$ cat src/rtl/kyber_pkg.sv
// Shared constants and FSM state type for the polynomial reduction output stage.
package kyber_pkg;

   localparam int KYBER_Q       = 3329;
   localparam int BARRETT_M     = 20159;
   localparam int BARRETT_SHIFT = 26;
   localparam int COEF_W        = 12;
   localparam int ADDR_W        = 7;
   localparam int N_PAIRS       = 128;

   typedef enum logic [1:0] {
      ST_IDLE  = 2'd0,
      ST_RUN   = 2'd1,
      ST_FLUSH = 2'd2,
      ST_DONE  = 2'd3
   } state_e;

endpackage

$ cat src/rtl/barrett_reduce.sv
// Two-stage Barrett reduction of one lane to 0..KYBER_Q-1.
// Stage 1 holds x and the quotient estimate t; stage 2 holds the corrected remainder.
// Both stages load only when adv is high, so the caller can stall the whole pipe.
module barrett_reduce
   import kyber_pkg::*;
#(
   parameter int IN_W = 16
) (
   input  logic              clk,
   input  logic              rst_n,
   input  logic              adv,
   input  logic [IN_W-1:0]   x_in,
   output logic [COEF_W-1:0] r_out
);

   localparam int PROD_W = IN_W + 15;
   localparam int T_W    = PROD_W - BARRETT_SHIFT;

   logic [IN_W-1:0]   x_q, x_d;
   logic [T_W-1:0]    t_q, t_d;
   logic [COEF_W-1:0] r_q, r_d;
   logic [12:0]       r_raw;

   // quotient estimate, remainder in 13 bits, single conditional correction
   always_comb begin
      x_d   = x_in;
      t_d   = T_W'((PROD_W'(x_in) * PROD_W'(BARRETT_M)) >> BARRETT_SHIFT);
      r_raw = 13'(x_q - IN_W'(t_q) * IN_W'(KYBER_Q));
      if (r_raw >= 13'(KYBER_Q)) begin
         r_d = COEF_W'(r_raw - 13'(KYBER_Q));
      end else begin
         r_d = COEF_W'(r_raw);
      end
   end

   // pipeline registers, advancing together
   always_ff @(posedge clk or negedge rst_n) begin
      if (!rst_n) begin
         x_q <= '0;
         t_q <= '0;
         r_q <= '0;
      end else if (adv) begin
         x_q <= x_d;
         t_q <= t_d;
         r_q <= r_d;
      end
   end

   assign r_out = r_q;

endmodule

$ cat src/rtl/poly_reduce_out.sv
// Reduces the accumulator's coefficient-pair stream mod q and hands it to the packer.
// One run covers N_PAIRS pairs; done pulses once the last result has been taken.
// Optional build macro POLY_REDUCE_ADDR_CHECK_EN adds a sticky address-sequence check on err.
//
// state    | meaning
// ST_IDLE  | waiting for start, in_ready low
// ST_RUN   | accepting pairs until N_PAIRS have been taken
// ST_FLUSH | no more input, draining the two pipeline stages
// ST_DONE  | single-cycle done pulse, back to idle next
module poly_reduce_out
   import kyber_pkg::*;
#(
   parameter int N_PAIRS = 128,
   parameter int ADDR_W  = 7,
   parameter int IN_W    = 16
) (
   input  logic              clk,
   input  logic              reset,
   input  logic              set,
   input  logic              start,
   input  logic              in_valid,
   output logic              in_ready,
   input  logic [ADDR_W-1:0] addr_in,
   input  logic [IN_W-1:0]   data_a_in,
   input  logic [IN_W-1:0]   data_b_in,
   output logic              out_valid,
   input  logic              out_ready,
   output logic [ADDR_W-1:0] out_addr,
   output logic [COEF_W-1:0] out_a,
   output logic [COEF_W-1:0] out_b,
   output logic              done,
   output logic              err
);

   localparam logic [7:0] LAST_CNT = 8'(N_PAIRS - 1);

   state_e            state_q, state_d;
   logic [7:0]        cnt_q, cnt_d;
   logic              s1_valid_q, s1_valid_d;
   logic              s2_valid_q, s2_valid_d;
   logic [ADDR_W-1:0] s1_addr_q, s1_addr_d;
   logic [ADDR_W-1:0] s2_addr_q, s2_addr_d;
   logic              adv;
   logic              accept;

   // a held output blocks both stages; set low freezes everything
   assign adv      = set && !(s2_valid_q && !out_ready);
   assign in_ready = adv && (state_q == ST_RUN);
   assign accept   = in_valid && in_ready;

   // next state and pair counter
   always_comb begin
      state_d = state_q;
      cnt_d   = cnt_q;
      case (state_q)
         ST_IDLE: begin
            if (set && start) state_d = ST_RUN;
         end
         ST_RUN: begin
            if (accept) begin
               cnt_d = cnt_q + 8'd1;
               if (cnt_q == LAST_CNT) state_d = ST_FLUSH;
            end
         end
         ST_FLUSH: begin
            if (set && !s1_valid_q && (!s2_valid_q || out_ready)) state_d = ST_DONE;
         end
         ST_DONE: begin
            if (set) begin
               state_d = ST_IDLE;
               cnt_d   = '0;
            end
         end
         default: state_d = ST_IDLE;
      endcase
   end

   // state register
   always_ff @(posedge clk or negedge reset) begin
      if (!reset) begin
         state_q <= ST_IDLE;
         cnt_q   <= '0;
      end else begin
         state_q <= state_d;
         cnt_q   <= cnt_d;
      end
   end

   // valid and address tracking alongside the lane pipelines
   always_comb begin
      s1_valid_d = s1_valid_q;
      s1_addr_d  = s1_addr_q;
      s2_valid_d = s2_valid_q;
      s2_addr_d  = s2_addr_q;
      if (adv) begin
         s1_valid_d = accept;
         s2_valid_d = s1_valid_q;
         if (accept)     s1_addr_d = addr_in;
         if (s1_valid_q) s2_addr_d = s1_addr_q;
      end
   end

   // pipeline control registers
   always_ff @(posedge clk or negedge reset) begin
      if (!reset) begin
         s1_valid_q <= 1'b0;
         s1_addr_q  <= '0;
         s2_valid_q <= 1'b0;
         s2_addr_q  <= '0;
      end else begin
         s1_valid_q <= s1_valid_d;
         s1_addr_q  <= s1_addr_d;
         s2_valid_q <= s2_valid_d;
         s2_addr_q  <= s2_addr_d;
      end
   end

   barrett_reduce #(.IN_W(IN_W)) u_lane_a (
      .clk   (clk),
      .rst_n (reset),
      .adv   (adv),
      .x_in  (data_a_in),
      .r_out (out_a)
   );

   barrett_reduce #(.IN_W(IN_W)) u_lane_b (
      .clk   (clk),
      .rst_n (reset),
      .adv   (adv),
      .x_in  (data_b_in),
      .r_out (out_b)
   );

   assign out_valid = s2_valid_q;
   assign out_addr  = s2_addr_q;
   assign done      = (state_q == ST_DONE);

`ifdef POLY_REDUCE_ADDR_CHECK_EN
   logic err_q, err_d;

   // sticky flag for an out-of-sequence address, cleared by the next start
   always_comb begin
      err_d = err_q;
      if ((state_q == ST_IDLE) && set && start) begin
         err_d = 1'b0;
      end else if (accept && (addr_in != cnt_q[ADDR_W-1:0])) begin
         err_d = 1'b1;
      end
   end

   // error flag register
   always_ff @(posedge clk or negedge reset) begin
      if (!reset) err_q <= 1'b0;
      else        err_q <= err_d;
   end

   assign err = err_q;
`else
   assign err = 1'b0;
`endif

endmodule

$ cat config.mk
export PLATFORM = sky130hd
export DESIGN_NAME = poly_reduce_out
export DESIGN_NICKNAME = d
export VERILOG_FILES = /design/src/rtl/kyber_pkg.sv /design/src/rtl/barrett_reduce.sv /design/src/rtl/poly_reduce_out.sv
export SDC_FILE = /design/constraint.sdc
export NUM_CORES = 1
export LEC_CHECK = 0
export ABC_AREA = 1
export ABC_CLOCK_PERIOD_IN_PS = 6500
export BUFFER_PORTS_ARGS = -buffer_cell sky130_fd_sc_hd__buf_4
export CAP_MARGIN = 20
export CORE_MARGIN = 4
export CORE_UTILIZATION = 36
export DETAILED_ROUTE_END_ITERATION = 7
export PLACE_DENSITY = 0.5
export SLEW_MARGIN = 20
export SYNTH_ARGS = -nofsm -noshare
export SYNTH_HDL_FRONTEND = slang
export SYNTH_SLANG_ARGS = --single-unit
$ cat constraint.sdc
create_clock -name clk -period 6.5 [get_ports clk]
set_input_delay 0.65 -clock clk [delete_from_list [all_inputs] [get_ports clk]]
set_output_delay 0.65 -clock clk [all_outputs]
set_load 0.02 [all_outputs]
* Word-level counts from Yosys, hierarchy flattened
Index checks and enable logic that the tools add are counted. W data, S select, Z words.
Operators by class: add/subtract/negate cells 5, multiply operators 4, $lt $le $gt $ge 2, eq/ne operators 9, multiplexer cells 11, reduce and logical (&&, ||, !) cells 18
Operators by type and width (number):
- $mul A16 B15 Y31 const B | 2
- $ge A13 B12 Y1 const B | 2
- $mul A5 B12 Y13 const B | 2
- $sub A13 B13 Y13 | 2
- $mux W12 | 2
- $sub A12 B12 Y12 const B | 2
- $mux W8 | 2
- $pmux W8 S2 | 1
- $mux W2 | 5
- $add A8 B1 Y8 const B | 1
- $eq A8 B7 Y1 const B | 1
- $ne A2 B2 Y1 const B | 4
- $pmux W2 S4 | 1
- $logic_and A1 B1 Y1 | 7
- $reduce_and A5 Y1 | 1
- $eq A2 B2 Y1 const B | 2
- $logic_not A1 Y1 | 4
- $reduce_and A2 Y1 | 2
- $reduce_and A3 Y1 | 1
- $eq A2 B1 Y1 const B | 1
- $logic_not A2 Y1 | 1
- $ne A2 B1 Y1 const B | 1
- $reduce_bool A2 Y1 | 1
- $logic_or A1 B1 Y1 | 1
Word-level totals: register bits after elaboration 86, input port bits 45, output and inout port bits 35, word-level logic and storage cells 61

* Depth between registers and ports, before layout
Gate-level depths: netlist of run 1.
word-level depth 8, depth in mapped cells 24, mapped depth without buffers 24

* Cells and area by module
A second synthesis of run 1 with hierarchy kept.
Unflattened totals: cells, all modules 1814, area, all modules 15013.1 sq um
Modules (own cells, without submodules):
- barrett_reduce (u_lane_a) | instances 1, cells an instance 825, area an instance 6837.8 sq um
- barrett_reduce (u_lane_b) | instances 1, cells an instance 825, area an instance 6826.5 sq um
- poly_reduce_out | instances 1, cells an instance 164, area an instance 1348.8 sq um

* Least setup slack after synthesis of run 1
No wires, ideal clock.
path kind input to register, from input port data_b_in[13], to register u_lane_b.t_q[4], arrival 5.241 ns, path slack 1.141 ns, cell stages on the path 22, buffers on the path 0, path through inv_1 fa_1 inv_1 fa_1 fa_1 fa_1 fa_1 inv_1 fa_1 inv_1 ha_1 a21oi_1 nor2_1 nor2_1 nor2_1 nor2_1 o21ai_0 a21oi_1 nand2_1 or2_2 nand3_1 nand2_1
Between the ends: longest elaborated chain between the ends 1
Ends and longest elaborated chain:
- start, declared | line poly_reduce_out.sv:25 | input logic [IN_W-1:0] data_b_in,
- $mul A16 B15 Y31 | line barrett_reduce.sv:27 | t_d = T_W'((PROD_W'(x_in) * PROD_W'(BARRETT_M)) >> BARRETT_SHIFT);
- end signal, assigned | line barrett_reduce.sv:44 | t_q <= t_d;
- end, declared | line barrett_reduce.sv:20 | logic [T_W-1:0] t_q, t_d;
No other way between the ends. A chain may end at the register's enable or synchronous reset.

* Worst setup path after layout of run 1
from input port data_b_in[7], to register u_lane_b.t_q[1]
Same word-level chain as after synthesis.

==> results of run 1 <==
[worst max-delay path, cell delays in order]
cell,delay (ps)
buf_4,140
inv_1,220
fa_1,550
fa_1,580
inv_1,50
fa_1,520
fa_1,460
fa_1,580
fa_1,430
ha_1,340
a21oi_1,210
o21ai_0,100
nand2_1,80
o2111ai_1,110
a21oi_1,170
nand2_1,80
or2_2,270
nand3_1,60
o21ai_0,90
[per-stage QoR]
stage	cell area [µm²]	setup WS, ps	hold slack [ps]
floorplan	14600	1140	354
global placement	15800	697	464
detailed placement	15800	650	467
CTS	16100	1010	286
global route	16100	703	297
finish	16100	1040	267
[kinds of logic (layout without fill, tap and decap cells)]
group	count (synthesis)	in the layout	share of synthesized area
fa+ha+maj	454	454	0.485
simple gates	623	623	0.179
xor+xnor	31	31	0.0209
flops	86	86	0.147
other cells	1	1	0.000256
buf+inv	369	444	0.0988
compound gates	186	186	0.0695
[final cells by class]
cell class / count / share of cell area
Inverter: 347 / 0.0809
Multi-Input combinational cell: 1295 / 0.686
Clock inverter: 6 / 0.00575
Sequential cell: 86 / 0.134
Timing Repair Buffer: 81 / 0.0378
Tap cell: 525 / 0.0408
Clock buffer: 10 / 0.0148
[per-layer routing]
layer,vias up,track usage
met5,-,0
met4,0,0.0277
met3,28,0.0241
met2,189,0.273
met1,5365,0.248
li1,5693,-
[layout by cell type (no fill, tap or decap), types with 3 or more instances in the layout]
| master | netlist | final |
|---|---|---|
| nand3b_1 | 4 | 4 |
| o21ai_1 | 5 | 4 |
| o211ai_1 | 4 | 4 |
| o2111ai_1 | 3 | 3 |
| dfrtp_1 | 86 | 86 |
| a21boi_0 | 3 | 3 |
| nand3_1 | 86 | 86 |
| nand2_1 | 392 | 392 |
| inv_1 | 339 | 338 |
| nand4_1 | 15 | 15 |
| nor2_1 | 77 | 77 |
| nand2_2 | 8 | 8 |
| xor2_1 | 17 | 17 |
| buf_4 | 3 | 81 |
| a221oi_1 | 3 | 3 |
| inv_2 | 8 | 9 |
| nor3b_1 | 3 | 3 |
| fa_1 | 188 | 188 |
| or2_2 | 5 | 5 |
| ha_1 | 266 | 266 |
| o21a_1 | 3 | 3 |
| nor4_1 | 6 | 6 |
| xnor2_1 | 11 | 11 |
| nor3_1 | 19 | 19 |
| a21oi_1 | 74 | 74 |
| clkbuf_16 | 0 | 9 |
| a31oi_1 | 4 | 4 |
| o21ai_0 | 75 | 75 |
| a211oi_1 | 3 | 3 |
[Yosys cell counts (5+ instances only)]
library cell,number,area (µm²)
nand2_1,392,1470
inv_1,339,1270
ha_1,266,3330
fa_1,188,3760
dfrtp_1,86,2150
nand3_1,86,430
nor2_1,77,289
o21ai_0,75,375
a21oi_1,74,370
nor3_1,19,95.1
xor2_1,17,149
nand4_1,15,93.8
clkbuf_1,12,45.0
xnor2_1,11,96.3
inv_2,8,30.0
nand2_2,8,50.1
nor4_1,6,37.5
buf_6,5,56.3
o21ai_1,5,25.0
or2_2,5,31.3
[worst max path at each step]
stage,start,endpoint,slack [ps],cells after the start
after floorplan,data_b_in[13],u_lane_b.t_q[4]$_DFFE_PN0P_,1140,22
after global routing,data_b_in[7],u_lane_b.t_q[1]$_DFFE_PN0P_,700,19
final,data_b_in[7],u_lane_b.t_q[1]$_DFFE_PN0P_,1040,19
after global placement,data_b_in[11],u_lane_b.t_q[2]$_DFFE_PN0P_,700,17
after CTS,data_b_in[12],u_lane_b.t_q[1]$_DFFE_PN0P_,1010,21
after detailed placement,data_b_in[12],u_lane_b.t_q[1]$_DFFE_PN0P_,650,21
[flip-flops by register name, indices dropped and copies added, names as in the netlist]
signal          cells
u_lane_a.x_q       13
u_lane_a.t_q        5
cnt_q               8
u_lane_a.r_out     12
u_lane_b.r_out     12
out_addr            7
s1_addr_q           7
state_q             2
s1_valid_q          1
u_lane_b.x_q       13
u_lane_b.t_q        5
out_valid           1
==> impl_metrics.env, run 1 <==
export IMPL_reg2reg_depth=20
export IMPL_synth_edf_count=0
export IMPL_nFillCells=4165
export IMPL_wirelength_um=36200
export IMPL_root_buffer="clkbuf_16"
export IMPL_end_kind="flop"
export IMPL_max_freq_ghz=0.183
export IMPL_highest_layer="met4"
export IMPL_timing_rr_start="u_lane_b.t_q[0]$_DFFE_PN0P_"
export IMPL_drt_wirelength_per_cell_um=15.4
export IMPL_synth_async_sr_flop_share=1.00
export IMPL_gp_congestion=0.874
export IMPL_htree_levels=3
export IMPL_core_um2=40000
export IMPL_period_share=0.840
export IMPL_drt_first_iter_violations=456
export IMPL_clk_pin_slew_ps=70
export IMPL_die_area_um2=43900
export IMPL_crit_type="in -> reg"
export IMPL_r2r_end="u_lane_b.r_out[2]$_DFFE_PN0P_"
export IMPL_multi_input_area_um2=11000
export IMPL_row_count=73
export IMPL_initial_core_util=0.366
export IMPL_slew_headroom=0.511
export IMPL_seq_area_um2=2150
export IMPL_grt_pass1_vias=11600
export IMPL_post_drt_via_cell_ratio=4.80
export IMPL_synth_area_um2=14600
export IMPL_finalCriticalPeriod_ps=5460
export IMPL_io_pins=80
export IMPL_portBuffers=78
export IMPL_diodes=0
export IMPL_post_dp_hpwl_um=31700
export IMPL_wl_met1_um=18000
export IMPL_cts_made_buffers=9
export IMPL_clock_latency_ps=350
export IMPL_grt_use_total=0.170
export IMPL_ys_ff_latch=86
export IMPL_seq_area_frac_synth=0.147
export IMPL_rsz0062_at_grt="false"
export IMPL_synthCells=1750
export IMPL_setup_tns_ps=0
export IMPL_drc=0
export IMPL_cts_resized=0
export IMPL_dr_wl_met3_um=1340
export IMPL_cap_violations=0
export IMPL_synthFlopType="dfrtp_1"
export IMPL_antenna_found_initial=0
export IMPL_grt_max_degree=68
export IMPL_finalSetupViolCount=0
export IMPL_clock_skew_ps=11.3
export IMPL_route_met2_wl_um=16400
export IMPL_final_antenna_net_count=0
export IMPL_critPathLaunchType="input pin"
export IMPL_fin_util=0.402
export IMPL_die_w_um=210
export IMPL_cts_sinks=86
export IMPL_cts_path_max_buffers=2
export IMPL_die_height_um=210
export IMPL_tightest_slew_ps=734
export IMPL_hold_viol=0
export IMPL_cts_tree="yes"
export IMPL_min_path_type="in -> async"
export IMPL_final_cells=2350
export IMPL_num_vias=11300
export IMPL_dr_pass1_iters=5
export IMPL_syn_num_nets=2249
export IMPL_cp_data_arrival_time_ps=5680
export IMPL_rrSetupSlack_ps=2580
export IMPL_syn_avg_cell_area_um2=8.36
export IMPL_nets=2319
export IMPL_post_cts_setup_buffers=0
export IMPL_netlist_cell_type_count=49
export IMPL_crit_fanout=4
export IMPL_required_ps=6720
export IMPL_outcome="complete, no violations"
export IMPL_gr_total_overflow=0
export IMPL_slew_viol_final=0
export IMPL_ctsHoldBuffers=0
export IMPL_placedCellCount=2334
export IMPL_grt_pass1_wl_um=60600
export IMPL_area_growth_pct=10.0
export IMPL_drive_gt1_frac=0.0718
export IMPL_ys_warn_count=0
Power of run 1 is left out: the tool's default activity adds up to more than one toggle a clock period on the data nets, which glitch-free logic cannot reach.
==> run 2, diff against run 1 <==
ABC_CLOCK_PERIOD_IN_PS = 4600   (was 6500)
PLACE_DENSITY = 0.52   (was 0.5)
clock period = 4.6 ns   (was 6.5 ns; I/O delays follow)
==> impl_metrics.env, run 2 (same netlist as run 1, synthesis figures left out) <==
export IMPL_htree_levels=3
export IMPL_clock_skew_ps=10.1
export IMPL_drt_first_iter_violations=495
export IMPL_initial_core_util=0.366
export IMPL_final_antenna_net_count=0
export IMPL_drive_gt1_frac=0.242
export IMPL_min_path_type="in -> async"
export IMPL_nets=2529
export IMPL_grt_max_degree=87
export IMPL_timing_rr_start="u_lane_a.t_q[0]$_DFFE_PN0P_"
export IMPL_rsz0062_at_grt="true"
export IMPL_dr_pass1_iters=5
export IMPL_die_w_um=210
export IMPL_area_growth_pct=26.4
export IMPL_diodes=0
export IMPL_slew_headroom=0.478
export IMPL_layout_commonest_cell="nand2_1"
export IMPL_tightest_slew_ps=783
export IMPL_cts_tree="yes"
export IMPL_outcome="finished with violations"
export IMPL_cts_path_max_buffers=2
export IMPL_clk_pin_slew_ps=70
export IMPL_place_ws_ps=-841
export IMPL_drt_wirelength_per_cell_um=14.5
export IMPL_gp_congestion=0.873
export IMPL_slew_viol_final=0
export IMPL_nFillCells=3967
export IMPL_die_height_um=210
export IMPL_cts_made_buffers=9
export IMPL_cp_data_arrival_time_ps=5220
export IMPL_row_count=73
export IMPL_startpoint="data_a_in[8]"
export IMPL_required_ps=4890
export IMPL_whs_ps=158
export IMPL_num_vias=11900
export IMPL_cap_violations=0
export IMPL_violations="negative setup slack"
export IMPL_reg_top3="u_lane_a.x_q x13, u_lane_b.x_q x13"
export IMPL_crit_type="in -> reg"
export IMPL_core_um2=40000
export IMPL_grt_use_total=0.171
export IMPL_max_freq_ghz=0.203
export IMPL_root_buffer="clkbuf_16"
export IMPL_antenna_found_initial=0
export IMPL_finalCriticalPeriod_ps=4930
export IMPL_drc=0
export IMPL_grt_pass1_vias=12300
export IMPL_place_area_um2=17600
export IMPL_end_kind="flop"
export IMPL_wirelength_um=37000
export IMPL_layout_common_cells="378 x nand2_1, 304 x inv_1, 274 x buf_4, 241 x ha_1, 158 x fa_1"
export IMPL_portBuffers=78
export IMPL_setup_tns_ps=-2020
export IMPL_hold_viol=0
export IMPL_crit_fanout=3
export IMPL_critPathLaunchType="input pin"
export IMPL_period_share=1.07
export IMPL_cts_sinks=86
export IMPL_clock_latency_ps=360
export IMPL_die_area_um2=43900
export IMPL_fin_area_um2=18500
export IMPL_post_dp_hpwl_um=32500
export IMPL_io_pins=80
export IMPL_grt_pass1_wl_um=61700
export IMPL_fin_ws_ps=-326
export IMPL_finalSetupViolCount=10
export IMPL_post_drt_via_cell_ratio=4.64
export IMPL_gr_total_overflow=0
run 2: cell types whose count changed in the layout (fill, tap and decap cells not counted), moves of 17 or more:
cell     before  now
a21oi_1      74   57
buf_4        81  274
fa_1        188  158
fa_2          0   30
ha_1        266  241
ha_4          0   24
inv_1       338  304
inv_2         9   34
run 2: path summary, 6_finish.rpt:
path / slack, ps / to / cells after the start
setup / recovery: -330 / u_lane_a.t_q[3]$_DFFE_PN0P_ / 21
hold / removal: 160 / s1_addr_q[0]$_DFFE_PN0P_ / 1
setup reg to reg: 760 / u_lane_a.r_out[3]$_DFFE_PN0P_ / 19
hold reg to reg: 480 / u_lane_a.r_out[4]$_DFFE_PN0P_ / 2
max in group asynchronous: 3900 / u_lane_a.r_out[3]$_DFFE_PN0P_ / 1
min in group clk: 350 / s1_addr_q[1]$_DFFE_PN0P_ / 3
run 2: final cells by class:
cell class | instances | area, µm² | area share
Multi-Input combinational cell | 1295 | 11800 | 0.635
Sequential cell | 86 | 2150 | 0.116
Inverter | 347 | 1330 | 0.0721
Clock inverter | 7 | 92.6 | 0.00500
Timing Repair Buffer | 291 | 2280 | 0.123
Tap cell | 525 | 657 | 0.0355
Clock buffer | 9 | 225 | 0.0122
run 2: timing repair:
action                     in CTS  in global routing
gates resized for setup        74                 67
hold buffers                    0                  0
setup endpoints to repair      10                 10
setup buffers                   8                  3
pin swaps                      61                 35
run 2: per-layer routing:
layer	share of wire	wire (µm)	vias to the layer above	GRT usage
met2	0.46	17100	128	0.282
met4	0.0090	333	0	0.0286
met3	0.024	906	20	0.0166
met1	0.50	18600	5619	0.249
li1	-	-	6117	-
met5	0	0	-	0
run 2: worst max-delay path, cell delays in order:
cell and delay [ps]:
buf_4 110, buf_4 150, fa_2 600, buf_4 140, fa_1 410, ha_1 280, inv_1 50, fa_1 480
inv_1 50, fa_1 500, fa_1 530, ha_4 300, nand2_1 60, nor2_1 140, nand4_1 120, o2111ai_1 140
a21oi_2 110, o21bai_2 190, xor2_2 240, nand2_1 80, nand2_1 70
run 2: metrics by stage:
step	instances	utilization
6_report	2560	0.463
3_3_place_gp	2533	0.439
2_1_floorplan	1750	-
4_1_cts	2557	0.455
3_5_place_dp	2533	0.439
5_1_grt	2560	0.463
Power of run 2 is left out for the same reason.
